<file path="src/rtl/core_sequencer.sv">
// Multi-cycle fetch/decode/execute sequencer: owns PC and NZCV, fetches over req/ack,
// conditionally issues one ALU strobe per instruction, and supports relative branch and halt.
module core_sequencer #(
  parameter int unsigned     PC_W     = 8,
  parameter logic [PC_W-1:0] RESET_PC = '0,
  parameter int unsigned     PC_STEP  = 1
) (
  input  logic            clk,
  input  logic            pc_reset,
  input  logic            run,
  output logic            imem_req,
  output logic [PC_W-1:0] imem_addr,
  input  logic            imem_ack,
  input  logic [31:0]     imem_data,
  output logic [3:0]      condition,
  output logic [3:0]      opcode,
  output logic            s_bit,
  output logic [3:0]      destination,
  output logic [3:0]      source1,
  output logic [3:0]      source2,
  output logic [15:0]     immediate_value,
  output logic [2:0]      shift_control,
  output logic            exec_valid,
  input  logic            exec_done,
  input  logic [3:0]      alu_flags,
  output logic [3:0]      flags,
  output logic [PC_W-1:0] pc,
  output logic            halted
);

  localparam logic [2:0] S_IDLE   = 3'd0;
  localparam logic [2:0] S_FETCH  = 3'd1;
  localparam logic [2:0] S_DECODE = 3'd2;
  localparam logic [2:0] S_EXEC   = 3'd3;
  localparam logic [2:0] S_WAIT   = 3'd4;
  localparam logic [2:0] S_HALT   = 3'd5;

  localparam logic [3:0] OP_B    = 4'b1010;
  localparam logic [3:0] OP_HALT = 4'b1110;
  localparam logic [3:0] OP_NOP  = 4'b1111;

  localparam logic [PC_W-1:0] STEP = PC_W'(PC_STEP);
  // Reset word decodes as a NOP in every field, so opcode comes out of reset as 4'hF.
  localparam logic [31:0] RESET_INSTR = 32'h0F00_0000;

  logic [2:0]      state_q, state_d;
  logic [PC_W-1:0] pc_q, pc_d;
  logic [3:0]      flags_q, flags_d;
  logic [31:0]     instr_q;
  logic            cond_pass;
  logic [2:0]      retire_state;
  logic            instr_load;

  logic n_f, z_f, c_f, v_f;
  assign n_f = flags_q[3];
  assign z_f = flags_q[2];
  assign c_f = flags_q[1];
  assign v_f = flags_q[0];

  always_comb begin
    cond_pass = 1'b0;
    case (instr_q[31:28])
      4'h0: cond_pass = z_f;
      4'h1: cond_pass = !z_f;
      4'h2: cond_pass = c_f;
      4'h3: cond_pass = !c_f;
      4'h4: cond_pass = n_f;
      4'h5: cond_pass = !n_f;
      4'h6: cond_pass = v_f;
      4'h7: cond_pass = !v_f;
      4'h8: cond_pass = c_f && !z_f;
      4'h9: cond_pass = !c_f || z_f;
      4'hA: cond_pass = (n_f == v_f);
      4'hB: cond_pass = (n_f != v_f);
      4'hC: cond_pass = !z_f && (n_f == v_f);
      4'hD: cond_pass = z_f || (n_f != v_f);
      4'hE: cond_pass = 1'b1;
      default: cond_pass = 1'b0;
    endcase
  end

  assign retire_state = run ? S_FETCH : S_IDLE;
  assign instr_load   = (state_q == S_FETCH) && imem_ack;

  always_comb begin
    state_d = state_q;
    pc_d    = pc_q;
    flags_d = flags_q;
    case (state_q)
      S_IDLE:  if (run) state_d = S_FETCH;
      S_FETCH: if (imem_ack) state_d = S_DECODE;
      S_DECODE: begin
        if (!cond_pass || opcode == OP_NOP) begin
          pc_d    = pc_q + STEP;
          state_d = retire_state;
        end else if (opcode == OP_HALT) begin
          state_d = S_HALT;
        end else if (opcode == OP_B) begin
          pc_d    = pc_q + immediate_value[PC_W-1:0];
          state_d = retire_state;
        end else begin
          state_d = S_EXEC;
        end
      end
      S_EXEC: state_d = S_WAIT;
      // exec_done is only meaningful here; the strobe cycle itself never completes.
      S_WAIT: begin
        if (exec_done) begin
          if (s_bit) flags_d = alu_flags;
          pc_d    = pc_q + STEP;
          state_d = retire_state;
        end
      end
      S_HALT:  state_d = S_HALT;
      default: state_d = S_IDLE;
    endcase
  end

  always_ff @(posedge clk) begin
    if (!pc_reset) begin
      state_q <= S_IDLE;
      pc_q    <= RESET_PC;
      flags_q <= '0;
      instr_q <= RESET_INSTR;
    end else begin
      state_q <= state_d;
      pc_q    <= pc_d;
      flags_q <= flags_d;
      if (instr_load) instr_q <= imem_data;
    end
  end

  assign imem_req        = (state_q == S_FETCH);
  assign imem_addr       = pc_q;
  assign exec_valid      = (state_q == S_EXEC);
  assign halted          = (state_q == S_HALT);
  assign flags           = flags_q;
  assign pc              = pc_q;
  assign condition       = instr_q[31:28];
  assign opcode          = instr_q[27:24];
  assign s_bit           = instr_q[23];
  assign destination     = instr_q[22:19];
  assign source1         = instr_q[18:15];
  assign source2         = instr_q[14:11];
  assign immediate_value = instr_q[18:3];
  assign shift_control   = instr_q[2:0];

endmodule
</file>
<file path="config.mk">
export PLATFORM = sky130hd
export DESIGN_NAME = core_sequencer
export DESIGN_NICKNAME = d
export VERILOG_FILES = /design/src/rtl/core_sequencer.sv
export SDC_FILE = /design/constraint.sdc
export NUM_CORES = 1
export LEC_CHECK = 0
export CAP_MARGIN = 20
export CORE_MARGIN = 10
export CORE_UTILIZATION = 44
export DETAILED_ROUTE_END_ITERATION = 16
export PLACE_DENSITY = 0.9
export SETUP_SLACK_MARGIN = 0.02
export SYNTH_ARGS = -nofsm -noshare
export SYNTH_HDL_FRONTEND = slang
export SYNTH_SLANG_ARGS = --single-unit
</file>
<file path="constraint.sdc">
create_clock -name clk -period 3.1 [get_ports clk]
set_input_delay 0.465 -clock clk [delete_from_list [all_inputs] [get_ports clk]]
set_output_delay 0.465 -clock clk [all_outputs]
set_load 0.05 [all_outputs]
</file>
* Word level (Yosys, flattened, before mapping) *
Index checks and enable logic that the tools add are counted.

storage, ports and cells
  logic and storage cells = 66
  input bits = 41
  register bits after elaboration = 47
  output and inout bits = 63

cells by class
  equal/unequal tests = 29
  reductions and logical operators = 17
  muxes and demuxes = 14
  add/sub/neg operators = 2

operators with widths
  operator                                       number
  == test 4 bit, second input constant           10
  two-way mux 8 bit                              4
  case mux 3 bit (6 select lines)                1
  == test 4 x 3 -> 1 bit, second input constant  4
  case mux 8 bit (2 select lines)                1
  two-way mux 3 bit                              5
  case mux 1 bit (15 select lines)               1
  adder 8 x 1 -> 8 bit, second input constant    1
  adder 8 bit                                    1
  == test 4 x 2 -> 1 bit, second input constant  2
  == test 3 x 2 -> 1 bit, second input constant  2
  == test 3 bit, second input constant           2
  != test 3 bit, second input constant           2
  AND reduction 3 bit                            2
  logical NOT 1 bit                              5
  == test 4 x 1 -> 1 bit, second input constant  1
  logical NOT 4 bit                              1
  != test 2 bit, second input constant           2
  AND reduction 4 bit                            1
  == test 3 x 1 -> 1 bit, second input constant  1
  logical AND 1 bit                              3
  logical NOT 3 bit                              1
  logical OR 1 bit                               3
  two-way mux 2 bit                              1
  5 further kinds                                5

* Logic depth before layout (Yosys ltp) *
  word-level depth = 7
  depth in mapped cells = 10

* Worst setup path before layout *
Ideal clock, no wire load.

  path kind = flip-flop to flip-flop
  start point = register instr_q[30]
  end point = register pc_q[7] (netlist: imem_addr[7])
  arrival time = 2.575 ns
  data required time = 3.029 ns
  setup time = 0.071 ns
  path slack = 0.454 ns
  stages on the path, launching flop included = 9
  clock period less this slack = 2.646 ns
  cell sequence = dfxtp_1 -> buf_2 -> mux2i_1 -> nor4_1 -> nor4_2 -> a31oi_2 -> a221o_1 -> or3_1 -> a21oi_1

between the ends
  cells in the longest elaborated chain, start to end = 6
  elaborated cells between the ends (all ways) = 23
  classes of those cells = eq/ne (16); mux (3); reduce/logical (4)

ends and longest elaborated chain
  item                                                                                     line  RTL
  start: declaration                                                                       49    logic [31:0] instr_q;
  start signal: assignment                                                                 129   if (instr_load) instr_q <= imem_data;
  == test 4 bit (tied with other cells)                                                    62    case (instr_q[31:28])
  case mux 1 bit (15 select lines) (*)                                                     62
  logical NOT 1 bit (*)                                                                    93    if (!cond_pass || opcode == OP_NOP) begin
  logical OR 1 bit (*)                                                                     93
  != test 3 bit (no line) / two-way mux 8 bit (equally long branches)                      -
  AND reduction 4 bit (no line) / case mux 8 bit (2 select lines) (equally long branches)  -
  end signal: assignment                                                                   127   pc_q <= pc_d;
  end: declaration                                                                         47    logic [PC_W-1:0] pc_q, pc_d;

Every way passes the cells marked *; elsewhere a longest branch is shown, timed or not.
A chain may end at the register's enable or synchronous reset.

* Worst setup path in the final report *
  start point = register instr_q[31]
  end point = register pc_q[7] (netlist: imem_addr[7])

Same word-level chain as after synthesis.

==> results.json <==
{
  "async_reset_ff_share_pct": 0,
  "final_nets": 466,
  "r2r_start": "instr_q[31]",
  "fp.dieH_um": 97.2,
  "swShare_pct": 34.7,
  "root_buffer": "clkbuf_8",
  "fin_crit_sh_pct": 90.1,
  "firstDrtPassIters": 4,
  "crit_chain": "or4b_4 > a311oi_2 > nor4_2 > a31oi_2 > mux2i_1 > or3_1 > a21oi_1",
  "p_switching_uw": 539,
  "numCtsBuffers": 5,
  "ir_drop_uv": 267,
  "fmax_mhz": 358,
  "synth_ff_type": "dfxtp_1",
  "die_w_um": 97.2,
  "layout_min_cycle_time_ns": 2.79,
  "postRouteAntennaNets": 0,
  "cp.required_ns": 3.33,
  "die_area_mm2": 0.00944,
  "reg2reg_slack_ns": 0.31,
  "grt_pass1_vias": 2623,
  "drc_errors": 0,
  "core_mm2": 0.00585,
  "fillers": 505,
  "power.share.clock_pct": 26.7,
  "design_area_mm2": 0.00368,
  "setup_tns_ns": 0,
  "netlist_instances": 335,
  "wl_per_cell_um": 15.5,
  "seq_power_share_pct": 44.0,
  "drive_gt1_share_pct": 5.76,
  "holdBufCountCts": 0,
  "critPathSlowestCell": "dfxtp_1",
  "yosysWarnings": 0,
  "finalHoldViolCount": 0,
  "min-delay-path-class": "flop to flop",
  "powerDensity_mw_per_mm2": 423,
  "globalplace.congestion": 0.831,
  "placed_cell_area_mm2": 0.00358,
  "io_buffers": 103,
  "htree_num_levels": 2,
  "first_iter_violations": 167,
  "std_cell_rows": 28,
  "cts.clk_slew.worst_paths_ns": 0.09,
  "dp_hpwl_um": 5900,
  "crit_start": "instr_q[31]",
  "critPathLaunchType": "flop",
  "avgSynthCellArea_um2": 7.82,
  "leakage_nw": 1.32,
  "drv_slew": 0,
  "cts.sink_count": 47,
  "synth_top_area_share_pct": 35.9,
  "maxCapViolations": 0,
  "slew_headroom_pct": 59.7,
  "post_cts.repair.setup_buffers": 0,
  "synth.cell_area_mm2": 0.00262,
  "grtUsageTotal_pct": 15.7,
  "area_growth_pct": 40.3,
  "grt-ovfl-total": 0,
  "synthesis.nets": 385,
  "clockBufferDepth": 2,
  "end_kind": "flop",
  "io_pins": 104,
  "slowest_delay_ns": 0.58,
  "critPathKind": "flop to flop",
  "vias_per_cell": 5.33,
  "grt_max_degree": 23,
  "setup_violations": 0,
  "cp_data_arrival_time_ns": 3.03,
  "synthTopCellsByArea": "dfxtp_1 (36%), nand2_1 (12%), a21oi_1 (7.6%)",
  "num_antenna_cells": 0,
  "antenna_found_initial": 0,
  "finalClockSkew_ns": 0.00385,
  "status": "finished, final reports clean",
  "num_vias": 2620,
  "insertion_delay_ns": 0.30,
  "synth_edf_count": 0,
  "rsz0062_at_grt": "no",
  "seq_area_frac_synth_pct": 35.9,
  "floorplan.initialDensity_pct": 44.8,
  "path_max_fanout": 14,
  "tightest_slew_ns": 0.603,
  "internal-power_mw": 1.01,
  "combPwrFrac_pct": 29.3,
  "min_from": "instr_q[22]",
  "routed_wirelength_um": 7620,
  "cts_resized": 0,
  "synth_top_cell_by_area": "dfxtp_1",
  "synthDistinctLibCells": 57,
  "cts_tree": "built",
  "ys_seq_elements": 47,
  "grt_first_pass_wirelength_um": 12700
}
==> cells by family (layout without fill, tap and decap cells) <==
kind of cell | Yosys count | count (layout) | share of synthesized area [%]
buffers and inverters | 44 | 126 | 9.41
adder cells (fa/ha/maj) | 9 | 9 | 4.58
AND/OR/NAND/NOR | 145 | 145 | 25.9
XOR/XNOR | 5 | 5 | 1.67
AO/OA/AOI/OAI | 78 | 78 | 19.9
flip-flops | 47 | 47 | 35.9
multiplexers | 7 | 7 | 2.67
==> final cells by class <==
| cell class | count | area, um^2 | area share (%) |
|---|---|---|---|
| multi-input combinational | 244 | 1440 | 39.0 |
| clock buffer | 8 | 100 | 2.72 |
| timing repair buffer | 108 | 1070 | 29.1 |
| tap | 75 | 93.8 | 2.55 |
| sequential | 47 | 941 | 25.6 |
| inverter | 10 | 37.5 | 1.02 |
==> worst max-delay path: cells and delay by family, from the launching register on <==
| kind | cells | cell delay, ns |
|---|---|---|
| mux | 1 | 0.18 |
| flops | 1 | 0.58 |
| simple gates | 3 | 0.95 |
| compound gates | 3 | 1.01 |
==> Yosys cell counts (3+ instances only) <==
cell type and n:
o21a_1 4, o21ai_0 5, clkbuf_1 12, nor2b_1 5, nand3_1 11, mux2i_1 7, buf_4 17, ha_1 8
nor4_1 3, nand2b_1 3, inv_1 9, dfxtp_1 47, o211ai_1 3, a21oi_1 40, xnor2_1 4, or3_1 4
nand2_1 82, nor2_1 16, a211oi_1 3, nor3_1 4
==> cell usage in the layout, fill, tap and decap left out, drive strengths merged, types with 3 or more instances in the layout <==
cell	count
clkdlybuf4s50	103
nand2	82
dfxtp	47
a21oi	40
nor2	16
nand3	11
inv	9
ha	8
clkbuf	8
mux2i	7
o21ai	6
nor2b	5
buf	5
or3	5
xnor2	4
o21a	4
nor3	4
nor4	4
a31oi	4
nand2b	3
o211ai	3
a211oi	3
o32ai	3
==> power by group through the flow <==
| stage | clock network [mW] | logic, mW | registers, mW |
|---|---|---|---|
| after global routing | 0.445 | 0.487 | 0.691 |
| final | 0.415 | 0.455 | 0.683 |
| after global placement | 0 | 0.450 | 0.695 |
| after CTS | 0.416 | 0.458 | 0.683 |
| after floorplan | 0 | 0.205 | 0.785 |
| after detailed placement | 0 | 0.456 | 0.697 |
==> worst paths after layout <==
| kind | to | cells past startpoint |
|---|---|---|
| max | imem_addr[7] | 7 |
| min | instr_q[22] | 2 |
| max reg2reg | imem_addr[7] | 7 |
| min reg2reg | instr_q[22] | 2 |
==> sequential cells by signal (all words and copies together), names as in the netlist <==
register and flops:
instr_q 32, imem_addr 8, flags 4, state_q 3
==> per-layer routing <==
layer  GRT usage (%)  vias up  part of all wire [%]
met5               0        -                     0
met4            3.63        0                   1.0
met3            6.54        8                   8.5
met2            27.7       76                    51
met1            16.9     1223                    40
li1                -     1313                     -
==> metrics by stage <==
stage	utilization, %	std cells	setup WS [ns]	power, mW	hold slack, ns
floorplan	-	335	0.454	0.991	0.529
global placement	61.1	484	0.504	1.15	0.442
detailed placement	61.1	484	0.381	1.15	0.447
CTS	62.8	492	0.315	1.56	0.459
global route	62.8	492	0.0818	1.62	0.481
finish	62.8	492	0.306	1.55	0.457
No activity file was read; power rests on OpenSTA's default activity.
